## config.mk

```make
export PLATFORM = sky130hd
export DESIGN_NAME = fetch_stage
export DESIGN_NICKNAME = d
export VERILOG_FILES = /design/src/rtl/fetch_stage.sv
export SDC_FILE = /design/constraint.sdc
export NUM_CORES = 1
export LEC_CHECK = 0
export BUFFER_PORTS_ARGS = -buffer_cell sky130_fd_sc_hd__buf_2
export CORE_UTILIZATION = 34
export CTS_CLUSTER_SIZE = 28
export DETAILED_ROUTE_END_ITERATION = 12
export PLACE_DENSITY = 0.88
export SYNTH_ARGS = -nofsm -noshare
export SYNTH_HDL_FRONTEND = slang
export SYNTH_SLANG_ARGS = --single-unit
```

## constraint.sdc

```tcl
create_clock -name clk -period 4.4 [get_ports clk]
set_input_delay 0.44 -clock clk [delete_from_list [all_inputs] [get_ports clk]]
set_output_delay 0.44 -clock clk [all_outputs]
set_load 0.005 [all_outputs]
```

## src/rtl/fetch_stage.sv

```systemverilog
// Instruction fetch: PC register, imem address and a direct-mapped BTB.
// Optional BTB is built only when FETCH_BTB_EN is defined.
module fetch_stage #(
  parameter int XLEN = 32,
  parameter int PC_BITS = 12,
  parameter int BTB_ENTRIES = 16,
  parameter logic [PC_BITS-1:0] RESET_PC = '0
) (
  input  logic               clk,
  input  logic               rst_n,
  input  logic               stall_D,
  input  logic               MEM_stall,
  input  logic               EX_taken,
  input  logic [PC_BITS-1:0] EX_redirect_pc,
  input  logic               EX_upd_valid,
  input  logic [PC_BITS-1:0] EX_upd_pc,
  input  logic               EX_upd_taken,
  input  logic [PC_BITS-1:0] EX_upd_target,
  output logic [PC_BITS-1:0] imem_addr,
  input  logic [XLEN-1:0]    imem_rdata,
  output logic [PC_BITS-1:0] F_pc,
  output logic [XLEN-1:0]    F_inst,
  output logic               F_BP_taken,
  output logic [PC_BITS-1:0] F_BP_target_pc
);

  localparam int IDX = $clog2(BTB_ENTRIES);
  localparam int TAGW = PC_BITS - IDX - 2;
  localparam logic [PC_BITS-1:0] RST_PC =
    {RESET_PC[PC_BITS-1:2], 2'b00};

  logic [PC_BITS-1:0] pc_q;
  logic [PC_BITS-1:0] pc_d;
  logic [PC_BITS-1:0] pc_inc;
  logic [PC_BITS-1:0] redir_pc;
  logic               bp_taken;
  logic [PC_BITS-1:0] bp_target;
  logic               unused_lsb;

  assign redir_pc = {EX_redirect_pc[PC_BITS-1:2], 2'b00};
  assign pc_inc = pc_q + PC_BITS'(4);
  assign unused_lsb = ^EX_redirect_pc[1:0];

`ifdef FETCH_BTB_EN
  logic [BTB_ENTRIES-1:0] valid_q;
  logic [TAGW-1:0]        tag_mem [BTB_ENTRIES];
  logic [PC_BITS-1:0]     target_mem [BTB_ENTRIES];
  logic [1:0]             ctr_q [BTB_ENTRIES];

  logic [IDX-1:0]     rd_idx;
  logic [TAGW-1:0]    rd_tag;
  logic               rd_hit;
  logic [IDX-1:0]     wr_idx;
  logic [TAGW-1:0]    wr_tag;
  logic               wr_hit;
  logic               upd_en;
  logic [PC_BITS-1:0] upd_target;
  logic [1:0]         wr_ctr;
  logic [1:0]         ctr_nxt;
  logic               unused_upd;

  assign rd_idx = pc_q[IDX+1:2];
  assign rd_tag = pc_q[PC_BITS-1:IDX+2];
  assign rd_hit = valid_q[rd_idx] && (tag_mem[rd_idx] == rd_tag);
  assign bp_taken = rd_hit && ctr_q[rd_idx][1];
  assign bp_target = bp_taken ? target_mem[rd_idx] : '0;

  assign wr_idx = EX_upd_pc[IDX+1:2];
  assign wr_tag = EX_upd_pc[PC_BITS-1:IDX+2];
  assign wr_hit = valid_q[wr_idx] && (tag_mem[wr_idx] == wr_tag);
  assign upd_en = EX_upd_valid && !MEM_stall;
  assign upd_target = {EX_upd_target[PC_BITS-1:2], 2'b00};
  assign wr_ctr = ctr_q[wr_idx];
  assign unused_upd = ^{EX_upd_pc[1:0], EX_upd_target[1:0]};

  // Saturating 2-bit counter step
  always_comb begin
    ctr_nxt = wr_ctr;
    if (EX_upd_taken) begin
      if (wr_ctr != 2'b11) ctr_nxt = wr_ctr + 2'd1;
    end else begin
      if (wr_ctr != 2'b00) ctr_nxt = wr_ctr - 2'd1;
    end
  end

  always_ff @(posedge clk or negedge rst_n) begin
    if (!rst_n) begin
      valid_q <= '0;
      for (int i = 0; i < BTB_ENTRIES; i++) begin
        tag_mem[i] <= '0;
        target_mem[i] <= '0;
        ctr_q[i] <= 2'b01;
      end
    end else if (upd_en) begin
      if (wr_hit) begin
        ctr_q[wr_idx] <= ctr_nxt;
        if (EX_upd_taken) target_mem[wr_idx] <= upd_target;
      end else if (EX_upd_taken) begin
        valid_q[wr_idx] <= 1'b1;
        tag_mem[wr_idx] <= wr_tag;
        target_mem[wr_idx] <= upd_target;
        ctr_q[wr_idx] <= 2'b10;
      end
    end
  end
`else
  logic unused_upd;

  assign bp_taken = 1'b0;
  assign bp_target = '0;
  assign unused_upd = ^{EX_upd_valid, EX_upd_pc,
                        EX_upd_taken, EX_upd_target};
`endif

  // MEM_stall freezes everything, EX redirect beats a decode stall
  always_comb begin
    pc_d = pc_q;
    if (MEM_stall) pc_d = pc_q;
    else if (EX_taken) pc_d = redir_pc;
    else if (stall_D) pc_d = pc_q;
    else if (bp_taken) pc_d = bp_target;
    else pc_d = pc_inc;
  end

  always_ff @(posedge clk or negedge rst_n) begin
    if (!rst_n) pc_q <= RST_PC;
    else pc_q <= pc_d;
  end

  assign imem_addr = pc_q;
  assign F_pc = pc_q;
  assign F_inst = imem_rdata;
  assign F_BP_taken = bp_taken;
  assign F_BP_target_pc = bp_target;

endmodule

```

# Yosys cells after proc, flatten, opt, wreduce, memory -nomap -nowiden
# Cells that the tools add are included.
# Widths: inputs -> output; s select.
op_classes:
  add_sub_neg: 1
  n_eq_ne: 1
  n_mux: 2
  bitwise: 1
  reduce_logical: 1
ops:
  columns: ["operator", "n"]
  rows:
  - ["$mux 12", 2]
  - ["$add 12x3->12 const B", 1]
  - ["$ne 2x1->1 const B", 1]
  - ["$reduce_and 2->1", 1]
  - ["$not 1->1", 1]
word_totals:
  register_bits: 12
  in_bits: 75
  output_inout_bits: 69
  word_cells: 7

# Depth between registers and ports, before layout
logic_depth:
  ltp_word: 3
  mapped_depth: 5
  mapped_depth_nobuf: 5

# Least setup slack after synthesis
# Ideal clock, no wire load.
synth_timing:
  kind: "reg-to-reg"
  from: "reg pc_q[2], in the netlist F_pc[2]"
  to: "reg pc_q[8], in the netlist F_pc[8]"
  setup_time_ns: 0.069
  arrival_ns: 1.472
  path_slack_ns: 2.859
  path_stages_with_launch: 6
  cell_sequence: "dfrtp_1 -> ha_1 -> nand4_1 -> or3_1 -> or4_1 -> nand3_1"
synth_via:
  elab_chain_cells: 3
synth_lines:
  columns: ["element", "line_no", "text"]
  rows:
  - ["from (decl)", "32", "logic [PC_BITS-1:0] pc_q;"]
  - ["from (signal assigned)", "127", "else pc_q <= pc_d;"]
  - ["$add 12x3->12", "41", "assign pc_inc = pc_q + PC_BITS'(4);"]
  - ["$mux 12", "120", "else if (stall_D) pc_d = pc_q;"]
  - ["$mux 12", "119", "else if (EX_taken) pc_d = redir_pc;"]
# Every way passes these cells. The select of a mux whose other input is x is not followed.
# A chain may end at the register's enable or synchronous reset.

# Final worst setup path
# Same ends and word-level chain as after synthesis.

==> key figures <==
Outcome
  • Status: complete, no violations

Cells and area
  • Fillers: 336
  • Nets: 205
  • Largest register FFs: 10
  • Area of the multi-input gates: 415 um2
  • Ant diodes: 0
  • Area growth syn-to-layout: -14.2%
  • Layout cell share with drive strength beyond 1: 0.307
  • Finished Layout Cells: 171
  • Final Instance Area: 925 um2
  • Reg area: 250 um2

Clock network
  • H-tree levels: 1
  • Clk root buf: clkbuf_4
  • CTS Buf Count: 3
  • Post-CTS setup buffers: 0
  • # hold bufs at CTS: 0
  • Clock Latency Late Sink: 0.27 ns
  • # clock sinks: 10
  • Resize count post-CTS: 0
  • CTS tree: built
  • Clk buf depth: 2
  • Clk slew on worst S/H paths: 0.07 ns

Detailed routing
  • Iteration count of the initial detailed-routing pass: 4
  • DR WL/cell: 12.0 um
  • Drc violations: 0
  • Via count: 788
  • Initial DRC Count: 19
  • Antenna Violating Nets Remaining: 0
  • Via-to-Cell Ratio: 4.61
  • DRT Wirelength: 2050 um

Synth
  • Synth area leader: buf_4
  • Yosys reg bits: 10
  • Largest family of logic cells by synthesized area: buffers and inverters
  • Top area cells in the synthesized netlist: buf_4 (41%), dfrtp_1 (23%), a21oi_1 (3.7%)
  • Synth Cell Area: 1080 um2
  • XOR/XNOR Fraction of Synth Area: 0
  • Mux share of post-synthesis cell area: 0.0279
  • Post-synthesis sequential area ratio: 0.232
  • Synth async-reset ratio: 1.00
  • Synth top area share: 0.411
  • Syn Inst Count: 135
  • Post-synth cell types: 27
  • Mean Syn Cell Area: 7.98 um2
  • Most frequent cell after synthesis: buf_4
  • Complex-gate fraction of the synthesized area: 0.107
  • Post-synth top flop: dfrtp_1
  • Commonest cells post-synth: buf_4 (59), dfrtp_1 (10), a21oi_1 (8), nand3_1 (8), nor2_1 (8)
  • Post-synth EDFFs: 0
  • Synth warn: 0
  • Simple logic cell fraction of the synthesized area: 0.180
  • Synth Area in Adders: 0.0116

Global routing
  • Largest net degree at the start of global routing: 15
  • Total global routing overflow: 0
  • Total GRT Usage: 0.131
  • Number of global-route vias before repair: 657
  • Initial antenna violation count: 0
  • First-pass GRT wire length: 3230 um

Setup path
  • R2r setup slk: roughly 2.7 ns
  • Worst r2r src: F_pc[2]
  • Critical Path End Type: flop
  • R2R Path End: F_pc[8]
  • Critical path type: reg -> reg
  • Required time worst endpoint: ~4.6 ns
  • R2R cell count: 5
  • Startpoint types: flop
  • Worst EP arrival: 1.89 ns
  • Max FO, Critical Path: 7

Flow run
  • Max Cap Viol: 0

Die
  • Full die area: 3400 um2
  • Top-level I/O count: 144
  • Die height: around 60 um
  • Number of cell rows: 20
  • Die width: 58.3 um
  • Total core area: 3030 um2
  • Starting Density: 0.356

Power and ir drop
  • PwrDens: 327 nW/um2
  • Max IR drop VDD: 0.0713 mV
  • Leakage power total: around 0.44 nW

Timing
  • Fmax: 593 MHz
  • Setup_tns: 0 ns
  • RSZ-0062 raised after global routing: false
  • Final setup viols: 0
  • Slew headroom: 0.554
  • Layout Skew: 0.00421 ns
  • Tmin final: 1.69 ns
  • Measured slew at the worst slew-check pin: 0.669 ns
  • Fin crit share: 0.383
  • Final max-slew violation count: 0
  • Fin. Hold Viols: 0

Placement
  • Dpl cell area: 902 um2
  • Final GP Congestion: 0.807
  • DP HPWL: 1540 um
  • Placed cell count: 168
  • Buffers on Ports: 34

Min path
  • Hold Path Class: in -> async
## routing by layer
metal / up-vias / GRT usage / share of wire
met1: 361 / 0.159 / 0.42
li1: 369 / - / -
met4: 0 / 0.0986 / 0.027
met5: - / 0 / 0
met2: 48 / 0.177 / 0.45
met3: 10 / 0.0615 / 0.10
## cell families after synthesis
logic type | Yosys count
buffers and inverters | 64
adders and majority gates | 1
other | 1
muxes | 3
and+or+nand+nor | 36
AOI/OAI and AO/OA | 20
DFF | 10
## layout make-up
class                   count  share of cell area
repair buffers             34               0.184
inverters                   3              0.0122
well taps                  44              0.0595
multi-input cells          77               0.449
flip-flops and latches     10               0.271
clock buffers               3              0.0244
## worst max-delay path: stages, from the launching register on
cell and delay (ns):
dfrtp_1 0.46, ha_1 0.20, nand4_1 0.13, or3_1 0.35, or4_1 0.40, nand3_1 0.09
## stage by stage
stage | utilization | worst slack, ns | power, mW | hold slack [ns]
final | 0.305 | 2.71 | 0.302 | 0.0225
after global routing | 0.305 | 2.57 | 0.332 | 0.0172
after CTS | 0.305 | 2.70 | 0.306 | 0.0172
after detailed placement | 0.298 | 2.58 | 0.240 | 0.317
after global placement | 0.298 | 2.63 | 0.237 | 0.311
after floorplan | - | 2.86 | 0.244 | 0.144
## layout by cell type (no fill, tap or decap), types with 2 or more instances in the layout
| cell type | synthesis | final |
|---|---|---|
| buf_2 | 0 | 34 |
| conb_1 | 1 | 17 |
| dfrtp_1 | 10 | 10 |
| nor2_1 | 8 | 8 |
| a21oi_1 | 8 | 8 |
| nand3_1 | 8 | 8 |
| o21ai_0 | 5 | 5 |
| a22oi_1 | 4 | 4 |
| nor3_1 | 4 | 4 |
| mux2i_1 | 3 | 3 |
| nand4_1 | 3 | 3 |
| nand2_1 | 3 | 3 |
| clkbuf_4 | 0 | 3 |
| inv_1 | 2 | 2 |
| o22ai_1 | 2 | 2 |
| nand4b_1 | 2 | 2 |
| nand3b_1 | 2 | 2 |
## worst max-delay path by stage
stage          cells after the start        to  slack [ns]      from
2_1_floorplan                      5   F_pc[8]        2.86   F_pc[2]
3_3_place_gp                       5  F_pc[11]        2.63  EX_taken
3_5_place_dp                       5  F_pc[11]        2.58  EX_taken
4_1_cts                            5   F_pc[8]        2.70   F_pc[2]
5_1_grt                            5   F_pc[8]        2.57   F_pc[2]
6_report                           5   F_pc[8]        2.71   F_pc[2]
## report_power, final
group	switching, mW	total (mW)	internal, mW
clock network	0.0325	0.0641	0.0317
registers	0.0301	0.139	0.109
logic	0.0492	0.0992	0.0500
(Power assumes the default switching activity.)
